### config.mk
export PLATFORM = sky130hd
export DESIGN_NAME = lut_exp_interp
export DESIGN_NICKNAME = d
export VERILOG_FILES = /design/src/rtl/lut_exp_pkg.sv /design/src/rtl/lut_exp_table.sv /design/src/rtl/lut_exp_interp.sv
export SDC_FILE = /design/constraint.sdc
export NUM_CORES = 1
export LEC_CHECK = 0
export BUFFER_PORTS_ARGS = -buffer_cell sky130_fd_sc_hd__buf_2
export CORE_ASPECT_RATIO = 0.5
export CORE_UTILIZATION = 50
export CTS_CLUSTER_DIAMETER = 50
export CTS_CLUSTER_SIZE = 30
export DETAILED_ROUTE_END_ITERATION = 16
export HOLD_SLACK_MARGIN = 0.03
export PLACE_DENSITY = 0.75
export SLEW_MARGIN = 20
export SYNTH_ARGS = -nofsm -noshare
export SYNTH_HDL_FRONTEND = slang
export SYNTH_SLANG_ARGS = --single-unit
### constraint.sdc
create_clock -name clk -period 21.2 [get_ports clk]
set_clock_uncertainty 0.05 [all_clocks]
set_input_delay 1.06 -clock clk [delete_from_list [all_inputs] [get_ports clk]]
set_output_delay 1.06 -clock clk [all_outputs]
set_load 0.02 [all_outputs]
### src/rtl/lut_exp_pkg.sv
// Shared types and constants for the LUT-based exponential unit.
// The default table below is only used when LUT_EXP_DEFAULT_TABLE_EN is defined.
package lut_exp_pkg;

  localparam int LUT_IN_W     = 8;
  localparam int LUT_IDX_W    = 4;
  localparam int LUT_OUT_W    = 12;
  localparam int LUT_OUT_FRAC = 8;

  typedef logic [LUT_OUT_W-1:0] entry_t;

  // round(e^k * 256) clamped to 4095, indexed by the two's-complement pattern of k
  localparam entry_t LUT_EXP_DEFAULT_TABLE [16] = '{
    12'd256,  12'd696,  12'd1892, 12'd4095,
    12'd4095, 12'd4095, 12'd4095, 12'd4095,
    12'd0,    12'd0,    12'd1,    12'd2,
    12'd5,    12'd13,   12'd35,   12'd94
  };

  function automatic int calc_fw(input int in_w, input int idx_w);
    return in_w - idx_w;
  endfunction

endpackage

### src/rtl/lut_exp_table.sv
// Exp table register file: one write port, two combinational read ports.
// Reads see the pre-write contents in the cycle of a write (read-before-write).
module lut_exp_table
  import lut_exp_pkg::*;
#(
  parameter int IDX_W    = 4,
  parameter int OUT_W    = 12,
  parameter int OUT_FRAC = 8
) (
  input  logic             clk,
  input  logic             rst,
  input  logic             we,
  input  logic [IDX_W-1:0] waddr,
  input  logic [OUT_W-1:0] wdata,
  input  logic [IDX_W-1:0] raddr0,
  output logic [OUT_W-1:0] rdata0,
  input  logic [IDX_W-1:0] raddr1,
  output logic [OUT_W-1:0] rdata1
);

  localparam int DEPTH = 1 << IDX_W;

  logic [OUT_W-1:0] mem [DEPTH];

  always_ff @(posedge clk or posedge rst) begin
    if (rst) begin
      for (int k = 0; k < DEPTH; k++) begin
`ifdef LUT_EXP_DEFAULT_TABLE_EN
        mem[k] <= OUT_W'(LUT_EXP_DEFAULT_TABLE[k[3:0]]);
`else
        mem[k] <= OUT_W'(1) << OUT_FRAC;
`endif
      end
    end else if (we) begin
      mem[waddr] <= wdata;
    end
  end

  assign rdata0 = mem[raddr0];
  assign rdata1 = mem[raddr1];

endmodule

### src/rtl/lut_exp_interp.sv
// Pipelined e^x unit: table lookup plus linear interpolation, 3-stage valid/ready stream.
// Optional LUT_EXP_DEFAULT_TABLE_EN: table resets to the packaged e^k values.
module lut_exp_interp
  import lut_exp_pkg::*;
#(
  parameter int IN_W     = 8,
  parameter int IDX_W    = 4,
  parameter int OUT_W    = 12,
  parameter int OUT_FRAC = 8
) (
  input  logic             clk,
  input  logic             rst,
  input  logic             in_valid,
  output logic             in_ready,
  input  logic [IN_W-1:0]  in_x,
  output logic             out_valid,
  input  logic             out_ready,
  output logic [OUT_W-1:0] out_scale,
  output logic             out_edge,
  input  logic             cfg_we,
  input  logic [IDX_W-1:0] cfg_addr,
  input  logic [OUT_W-1:0] cfg_data
);

  localparam int FW     = calc_fw(IN_W, IDX_W);
  localparam int PW     = OUT_W + 1 + FW;
  localparam int STAGES = 3;

  if (FW < 1) begin : g_bad_fw
    $error("lut_exp_interp: IN_W must exceed IDX_W");
  end

`ifdef LUT_EXP_DEFAULT_TABLE_EN
  if (IDX_W != 4 || OUT_W != 12 || OUT_FRAC != 8) begin : g_bad_cfg
    $error("lut_exp_interp: default table needs IDX_W=4, OUT_W=12, OUT_FRAC=8");
  end
`endif

  typedef struct packed {
    logic [OUT_W-1:0] ti;
    logic [OUT_W-1:0] tn;
    logic [FW-1:0]    f;
    logic             at_edge;
  } s1_t;

  typedef struct packed {
    logic [OUT_W-1:0] ti;
    logic [PW-1:0]    p;
    logic             at_edge;
  } s2_t;

  logic              en;
  logic [STAGES:1]   vld_pipe;
  logic [IDX_W-1:0]  idx_i, idx_n;
  logic [FW-1:0]     frac;
  logic              at_max;
  logic [OUT_W-1:0]  rd_i, rd_n;
  s1_t               s1;
  s2_t               s2;
  logic signed [PW-1:0] d_c, f_c, p_c;
  logic [OUT_W-1:0]  res_c;

  // whole pipe advances together; bubbles stay in place
  assign en        = out_ready || !out_valid;
  assign in_ready  = en;
  assign out_valid = vld_pipe[STAGES];

  assign idx_i  = in_x[IN_W-1 -: IDX_W];
  assign frac   = in_x[FW-1:0];
  assign at_max = (idx_i == {1'b0, {(IDX_W-1){1'b1}}});
  // -1 wraps to 0 naturally; only the top positive index has no right neighbour
  assign idx_n  = at_max ? idx_i : idx_i + 1'b1;

  lut_exp_table #(
    .IDX_W    (IDX_W),
    .OUT_W    (OUT_W),
    .OUT_FRAC (OUT_FRAC)
  ) u_tbl (
    .clk    (clk),
    .rst    (rst),
    .we     (cfg_we),
    .waddr  (cfg_addr),
    .wdata  (cfg_data),
    .raddr0 (idx_i),
    .rdata0 (rd_i),
    .raddr1 (idx_n),
    .rdata1 (rd_n)
  );

  assign d_c = $signed(PW'(s1.tn)) - $signed(PW'(s1.ti));
  assign f_c = $signed(PW'(s1.f));
  assign p_c = d_c * f_c;

  // floor-shift keeps the result inside [T[i],T[n]], so low OUT_W bits are exact
  assign res_c = s2.ti + OUT_W'($signed(s2.p) >>> FW);

  always_ff @(posedge clk or posedge rst) begin
    if (rst) begin
      vld_pipe  <= '0;
      s1        <= '0;
      s2        <= '0;
      out_scale <= '0;
      out_edge  <= 1'b0;
    end else if (en) begin
      vld_pipe   <= {vld_pipe[STAGES-1:1], in_valid};
      s1.ti      <= rd_i;
      s1.tn      <= rd_n;
      s1.f       <= frac;
      s1.at_edge <= at_max && (frac != '0);
      s2.ti      <= s1.ti;
      s2.p       <= p_c;
      s2.at_edge <= s1.at_edge;
      out_scale  <= res_c;
      out_edge   <= s2.at_edge;
    end
  end

endmodule

# After elaboration in Yosys (flattened, before gate mapping)
# Index checks and enable logic that the tools add are counted.
word_totals:
  elab_cells: 53
  ff_bits: 266
  in_bits: 29
op_classes:
  mul: 1
  n_reduce_logical: 5
  n_mux: 10
  bitwise: 3
  n_eq_ne: 1
  order_cmp: 4
  add_sub_neg: 3
op_table:
  columns: ["operator", "count"]
  rows:
  - ["192-bit bitwise mux", 1]
  - ["12-bit binary-select mux with 4-bit select", 2]
  - ["12-bit two-way mux", 5]
  - ["12-bit demux with 4-bit select", 1]
  - ["13-bit by 5-bit multiplier with 16-bit output", 1]
  - ["5-bit greater-or-equal comparator, second input constant", 3]
  - ["4-bit NOT with 5-bit output", 3]
  - ["12-bit by 12-bit subtractor with 13-bit output", 1]
  - ["12-bit adder", 1]
  - ["5-bit by 1-bit less-than comparator with 1-bit output, second input constant", 1]
  - ["4-bit by 1-bit adder with 4-bit output, second input constant", 1]
  - ["4-bit by 3-bit == test with 1-bit output, second input constant", 1]
  - ["4-bit two-way mux", 1]
  - ["4-bit nonzero test", 1]
  - ["1-bit logical AND", 2]
  - ["1-bit logical NOT", 1]
  - ["1-bit logical OR", 1]

# Longest topological paths before layout
# Gate-level depths: netlist (run 1).
depth:
  depth_word: 6
  ltp_mapped: 23
  depth_no_buf: 23

# Hierarchy
# From an unflattened synthesis (run 1), not the netlist that was laid out.
unflattened:
  hier_cells: 1247
  hier_area_um2: 15353.5
by_module_without_submodules:
  columns: ["module", "n_inst", "area_per_inst_um2", "cells_each"]
  rows:
  - ["lut_exp_table", 1, 10159.7, 641]
  - ["lut_exp_interp", 1, 5193.7, 606]

# Worst setup path before layout (run 1)
# Ideal clock, no wire load.
synth_path:
  path_kind: "reg2reg"
  start: "register s1[18] (netlist name)"
  end: "register s2[16] (netlist name)"
  setup_ns: 0.148
  path_stages_with_launch: 23
  required_ns: 21.002
  period_less_slack_ns: 4.866
  slack_ns: 16.334
  path_buffers: 0
  arrival_ns: 4.668
  cell_sequence: "dfrtp_1 -> inv_1 -> ha_1 -> a21o_1 -> a21oi_1 -> o21bai_1 -> a21oi_1 -> xnor2_1 -> and2_1 -> ha_1 -> fa_1 -> inv_1 -> fa_1 -> inv_1 -> ha_1 -> a21o_1 -> a21oi_1 -> nor3b_2 -> a211oi_2 -> a2111oi_2 -> o21bai_2 -> xnor2_1 -> a21oi_1"
synth_between:
  elab_chain_cells: 2
synth_lines:
  columns: ["element", "line", "text"]
  rows:
  - ["start, declared", "lut_exp_interp.sv:58", "s1_t s1;"]
  - ["12-bit by 12-bit subtractor with 13-bit output", "lut_exp_interp.sv:90", "assign d_c = $signed(PW'(s1.tn)) - $signed(PW'(s1.ti));"]
  - ["13-bit by 5-bit multiplier with 16-bit output", "lut_exp_interp.sv:92", "assign p_c = d_c * f_c;"]
  - ["end, declared", "lut_exp_interp.sv:59", "s2_t s2;"]
# No other way between the ends.
# A chain may end at the register's enable or synchronous reset.

# Worst setup path after layout (run 1)
# Same ends and word-level chain as after synthesis.

==> results of run 1 <==
-- flip-flops by register name, indices dropped and copies added, names as in the netlist --
register	cells
s2	25
f_c	4
out_edge	1
u_tbl.mem	192
s1	25
vld_pipe	3
out_scale	12
-- layer usage --
metal / up-vias / wire length [um] / GRT usage
met1: 5438 / 15800 / 0.327
li1: 4677 / - / -
met4: 0 / 1140 / 0.0844
met5: - / 0 / 0
met3: 76 / 3010 / 0.0589
met2: 412 / 18100 / 0.403
-- tightest hold or removal path, cell delays in order (launching register included) --
cell,delay [ns]
dfrtp_1,0.34
nand2_1,0.05
nand2_1,0.05
-- worst paths after layout --
check / to / slack (ns) / cells past startpoint
setup / recovery: s2[16] / 15.88 / 22
max in group asynchronous: u_tbl.mem[151] / 19.20 / 3
setup reg to reg: s2[16] / 15.88 / 22
hold reg to reg: out_edge / 0.42 / 2
hold / removal: out_edge / 0.42 / 2
min in group asynchronous: out_scale[5] / 0.53 / 2
-- area by class of cell --
class / count / area (um2)
clock inverter: 14 / 216
inverter: 73 / 287
timing repair buffer: 54 / 300
tap: 391 / 489
clock buffer: 26 / 596
multi-input combinational: 886 / 8270
fill: 2331 / 12900
sequential: 262 / 6580
antenna: 2 / 5.00
-- cells in the final DEF, fill, tap and decap left out, types with 16 or more instances in the layout --
master,count
dfstp_2,16
inv_1,70
mux2_2,179
buf_2,42
and2_1,27
nand2_1,159
a21oi_1,33
mux4_2,72
dfrtp_1,246
o21ai_0,33
o21ai_1,24
mux2i_1,51
ha_1,51
o221ai_1,25
fa_1,25
nor2_1,24
clkbuf_16,22
nand3_1,18
-- power groups by stage --
stage | clock (uW) | sequential, uW | combinational [uW]
6_report | 445 | 769 | 1430
5_1_grt | 473 | 785 | 1620
4_1_cts | 451 | 765 | 1450
3_5_place_dp | 0 | 775 | 1430
3_3_place_gp | 0 | 760 | 1370
2_1_floorplan | 0 | 745 | 1150
-- cell families (layout without fill, tap and decap cells) --
logic type | Yosys count | after routing | synth area share
fa+ha+maj | 76 | 76 | 0.0739
other cells | 0 | 2 | 0
buf+inv | 157 | 167 | 0.0419
xor+xnor | 28 | 28 | 0.0164
flops | 262 | 262 | 0.427
simple gates | 284 | 284 | 0.0838
compound gates | 181 | 181 | 0.0767
mux | 317 | 317 | 0.280
-- per-stage QoR --
step                      hold slack [ns]  worst slack, ns
after floorplan                     0.380            12.90
after global placement              0.392            16.07
after CTS                           0.421            15.89
final                               0.420            15.88
after global routing                0.458            15.48
after detailed placement            0.399            15.93
==> metrics, run 1 <==
vias in the first global route 10807; Placed Area 15900 um2; initial core utilization 0.520; drt initial violations 951; Top FF cell, synth dfrtp_1; Critical Path AT 5.65 ns; clock network latency to the later pin of the worst-skew pair 0.56 ns; category of the worst setup path capture point flip-flop; Ys Warns 0; Post-Place Cells 1666; most used standard cells in the synthesized netlist dfrtp_1 (246), mux2_2 (179), nand2_1 (159); number of nets with antenna violations after detailed routing 0; netlist area before placement 15400 um2; TritonCTS sink count 262; cell with the most instances after synthesis dfrtp_1; first-pass iteration count of the detailed router 5; detail-routed net length per standard cell 22.3 um; remaining routing DRC violations 0; clock transition at the registers of the reported paths 0.08 ns; type of origin of the critical path flip-flop; Internal Pwr Total 1540 uW; buffers plus inverters on the worst setup path 3; per-instance average area after synthesis 11.8 um2; aggregate global routing overflow 0; start-to-end type of the worst setup path reg -> reg; final net count 1404; period utilization 0.251; total nets after synthesis 1410; post-synth top area cell dfrtp_1; number of gates given a new drive strength after cts 0; largest delay contributor family on the critical path adder cells; final cell count without fillers 1708; DR vias/cell 6.21; utilization after layout 0.565; Bufs on Longest Clock Path 3; minimum clock period after layout 5.32 ns; RSZ-0062 raised after global routing false; Yosys top cell area share 0.400; reg2reg start s1[18]; final total power 2650 uW; global-route wire length before repair 60500 um; # setup viols final 0; Critical Path Max Stage Delay 0.54 ns; chip height 126 um; final hold violations 0; status completed; post-detailed-routing wire length 38100 um; Layout Area Growth over Synthesis 8.69%; total count of max-transition violations in the final report 0; critical-path cell list inv_1 -> ha_1 -> a21o_1 -> a21oi_1 -> o21bai_1 -> a21oi_1 -> xnor2_1 -> and2_1 -> ha_1 -> fa_1 -> inv_1 -> fa_1 -> inv_1 -> ha_1 -> a21o_1 -> a21oi_1 -> nor3b_2 -> a211oi_2 -> a2111oi_2 -> o21bai_2 -> xnor2_1 -> a21oi_1; switching power as a share of total power 0.420; proportion of power drawn by flip-flops and latches 0.291; share of flip-flops with an asynchronous set or reset 1.00; Chip Width 250 um; Max-Slew Margin vs Limit 0.181; Final TNS setup 0 ns; slew of the pin with the lowest slew margin 1.23 ns; clock buffers created by TritonCTS 22; Slowest-stage cell, CP fa_1; Static Leak 0.00736 uW; clock tree from TritonCTS done; Core Region 29600 um2; synthesized netlist cell count 1305; class of the tightest hold or removal check reg -> reg; hold wc startpoint out_edge; total power density per cell area 158 nW/um2; switching pwr 1110 uW; critical-path maximum fanout 4; weighted congestion reported at the end of routability-driven placement 0.812; maximum number of pins on one net before global-route repair 148; initial antenna violation count 1; fraction of the yosys area taken by sequential cells 0.427; DP HPWL 24200 um; CTS Hold Bufs 0; part of the power in the clock network 0.168; total non-filler cell area in the finished layout 16700 um2; via total after detailed routing 10603; GRT Overall Usage 0.247; I/O pin count 44; fraction of layout cells with a size suffix above 1 0.292; required time of the worst setup path 21.53 ns; Synth cell types 55; CP dominant cell by count a21oi_1; post-synthesis register bit count 262; critical path launch point s1[18]; standard-cell rows 44; number of H-tree levels 1; number of synthesized flops with an enable pin 0; Synth area leaders dfrtp_1 (40%), mux2_2 (13%), mux4_2 (11%); number of setup buffers added after CTS 0; root buffer cell clkbuf_16; timing-limited maximum frequency 0.188 GHz; die area 31600 um2; I/O Buffers 43; peak supply drop 0.111 mV; number of max-capacitance violations reported 0; combinational power share 0.541
Power figures use the tool's default switching activity.
==> inputs of run 2 (changes only) <==
PLACE_DENSITY = 0.78   (was 0.75)
clock period = 4.3 ns   (was 21.2 ns; I/O delays follow)
==> run 2 against run 1 <==
Net effect:
- the run now ends with negative setup slack left
- sequential power grew to 4.9 times the previous value
- design area grew 5.3%
- non-clock buffer count grew 92
- routed wire length grew 5.5%
- critical path type unchanged
- largest cell class unchanged
==> metrics, run 2 (synthesized netlist as in run 1, its figures left out) <==
number of antenna repair diodes 0 (-2); I/O Buffers 43 (unchanged); switching pwr 6620 uW (+500%); largest register by flop count u_tbl.mem; period utilization 1.14 (+0.887); final hold violations 0 (unchanged); final critical-path setup slack -0.592 ns (-16.48 ns); timing-limited maximum frequency 0.204 GHz (+8.7%); clock transition at the registers of the reported paths 0.11 ns (+0.03 ns); biggest registers after layout u_tbl.mem (192), s1 (25), s2 (25); critical-path cell list ha_4 -> fa_2 -> nor2b_2 -> buf_4 -> o21ai_1 -> a21oi_4 -> and2_4 -> ha_4 -> fa_1 -> inv_1 -> fa_1 -> inv_2 -> ha_4 -> a21o_1 -> a21oi_4 -> nor3b_4 -> a211oi_4 -> o21a_1 -> or3_4 -> o21ai_2 -> o21ai_1; minimum clock period after layout 4.89 ns (-0.423 ns); GRT Overall Usage 0.257 (+0.00937); Post-Place Cells 1737 (+4.3%); Critical Path AT 5.22 ns (-0.43 ns); class of the tightest hold or removal check in -> reg; TritonCTS sink count 262 (unchanged); I/O pin count 44 (unchanged); peak supply drop 0.851 mV (+660%); status complete, but fails checks; Critical Path Max Stage Delay 0.53 ns (about the same); total count of max-transition violations in the final report 0 (unchanged); clock buffers created by TritonCTS 19 (-14%); drt initial violations 998 (+4.9%); aggregate global routing overflow 0 (unchanged); WP depth 21 (-4.5%); slew of the pin with the lowest slew margin 1.21 ns (-0.0150 ns); standard-cell rows 44 (unchanged); final cell count without fillers 1792 (+4.9%); commonest cells after routing, fill and taps aside dfrtp_1 (246), mux2_2 (179), nand2_1 (159); buffers plus inverters on the worst setup path 3 (unchanged); worst reg2reg path depth 21 (-4.5%); DR vias/cell 6.17 (-0.53%); Static Leak 0.00778 uW (+5.7%); remaining routing DRC violations 0 (unchanged); part of the power in the clock network 0.121 (-0.047); first-pass iteration count of the detailed router 5 (unchanged); clock network latency to the later pin of the worst-skew pair 0.56 ns (about the same); initial core utilization 0.520 (unchanged); detail-routed net length per standard cell 22.4 um (+0.52%); start-to-end type of the worst setup path reg -> reg; number of H-tree levels 1 (unchanged); Slowest-stage cell, CP fa_1; vias in the first global route 11426 (+5.7%); category of the worst setup path capture point flip-flop; number of max-capacitance violations reported 0 (unchanged); global-route wire length before repair 63200 um (+4.5%); number of nets with antenna violations after detailed routing 0 (unchanged); # setup viols final 10 (+10); Core Region 29600 um2 (unchanged); via total after detailed routing 11065 (+4.4%); type of origin of the critical path flip-flop; required time of the worst setup path 4.63 ns (-16.90 ns); Final TNS setup -4.30 ns (-4.30 ns); post-detailed-routing wire length 40100 um (+5.5%); switching power as a share of total power 0.412 (-0.00828); hold-critical path depth 2 (unchanged); Internal Pwr Total 9470 uW (+520%); chip height 126 um (unchanged); final net count 1493 (+6.3%); violated checks negative setup slack; Chip Width 250 um (unchanged); max reg flops 192 (unchanged); Bufs on Longest Clock Path 3 (unchanged); die area 31600 um2 (unchanged); critical-path maximum fanout 3 (-1); DP HPWL 26500 um (+9.2%); root buffer cell clkbuf_16; weighted congestion reported at the end of routability-driven placement 0.868 (+6.9%); proportion of power drawn by flip-flops and latches 0.236 (-0.055); RSZ-0062 raised after global routing true; total power density per cell area 913 nW/um2 (+480%); clock tree from TritonCTS done; largest delay contributor family on the critical path adder cells; CP dominant cell by count ha_4; combinational power share 0.642 (+0.101); maximum number of pins on one net before global-route repair 194 (+31%); most common library cell in the layout ignoring fill and taps dfrtp_1; initial antenna violation count 1 (unchanged); fraction of layout cells with a size suffix above 1 0.363 (+0.0706); Layout Area Growth over Synthesis 14.5%; Max-Slew Margin vs Limit 0.191 (+0.0100)
run 2: cell count changes in the layout (fill, tap and decap cells not counted), sizes merged:
| cell | change |
|---|---|
| clkinv | -2 |
| buf | +85 |
| inv | +3 |
| diode | -2 |
| clkbuf | -7 |
| dlygate4sd3 | +7 |
run 2: final timing paths:
kind | from | end | slack, ns
max | s1[17] | s2[15] | -0.59
min | cfg_data[8] | u_tbl.mem[92] | 0.05
max reg2reg | s1[17] | s2[15] | -0.59
min reg2reg | vld_pipe[2] | vld_pipe[2] | 0.41
max in group asynchronous | rst | u_tbl.mem[183] | 2.80
min in group asynchronous | rst | out_scale[5] | 0.13
run 2: per-layer routing:
metal,global-route usage,share of wire,routed length [um]
met5,0,0.00042,17
met4,0.103,0.038,1510
met3,0.0550,0.072,2910
met2,0.429,0.48,19400
met1,0.328,0.40,16300
run 2: area by class of cell:
cell class,count,area (um2)
Fill cell,2226,12000
Multi-Input combinational cell,886,8550
Sequential cell,262,6580
Timing Repair Buffer,146,1060
Tap cell,391,489
Clock buffer,19,475
Inverter,73,278
Clock inverter,15,201
run 2: power groups by stage:
stage                     sequential, uW  clock, uW  combinational [uW]
after detailed placement            3820          0                8790
after floorplan                     3680          0                6070
final                               3800       1950               10300
after global routing                3880       2060               11400
after CTS                           3780       1980                9400
after global placement              3750          0                8390
run 2: metrics by stage:
step                      instance area (um2)  hold slack, ns  utilization  total power (uW)  worst slack (ns)
after floorplan                         15500           0.277            -              9750            -0.228
after global placement                  16500           0.131        0.558             12100            -0.399
after detailed placement                16500           0.136        0.558             12600            -0.498
after CTS                               17400          0.0349        0.589             15200            -0.407
after global routing                    17600          0.0659        0.595             17300            -0.804
final                                   17600          0.0508        0.595             16100            -0.592
run 2: timing repair:
action | CTS | global route
resized for setup | 19 | 29
hold buffers | 7 | 0
pin swaps | 22 | 27
hold endpoints to repair | 17 | 0
setup endpoints to repair | 10 | 10
buffers inserted | 5 | 9
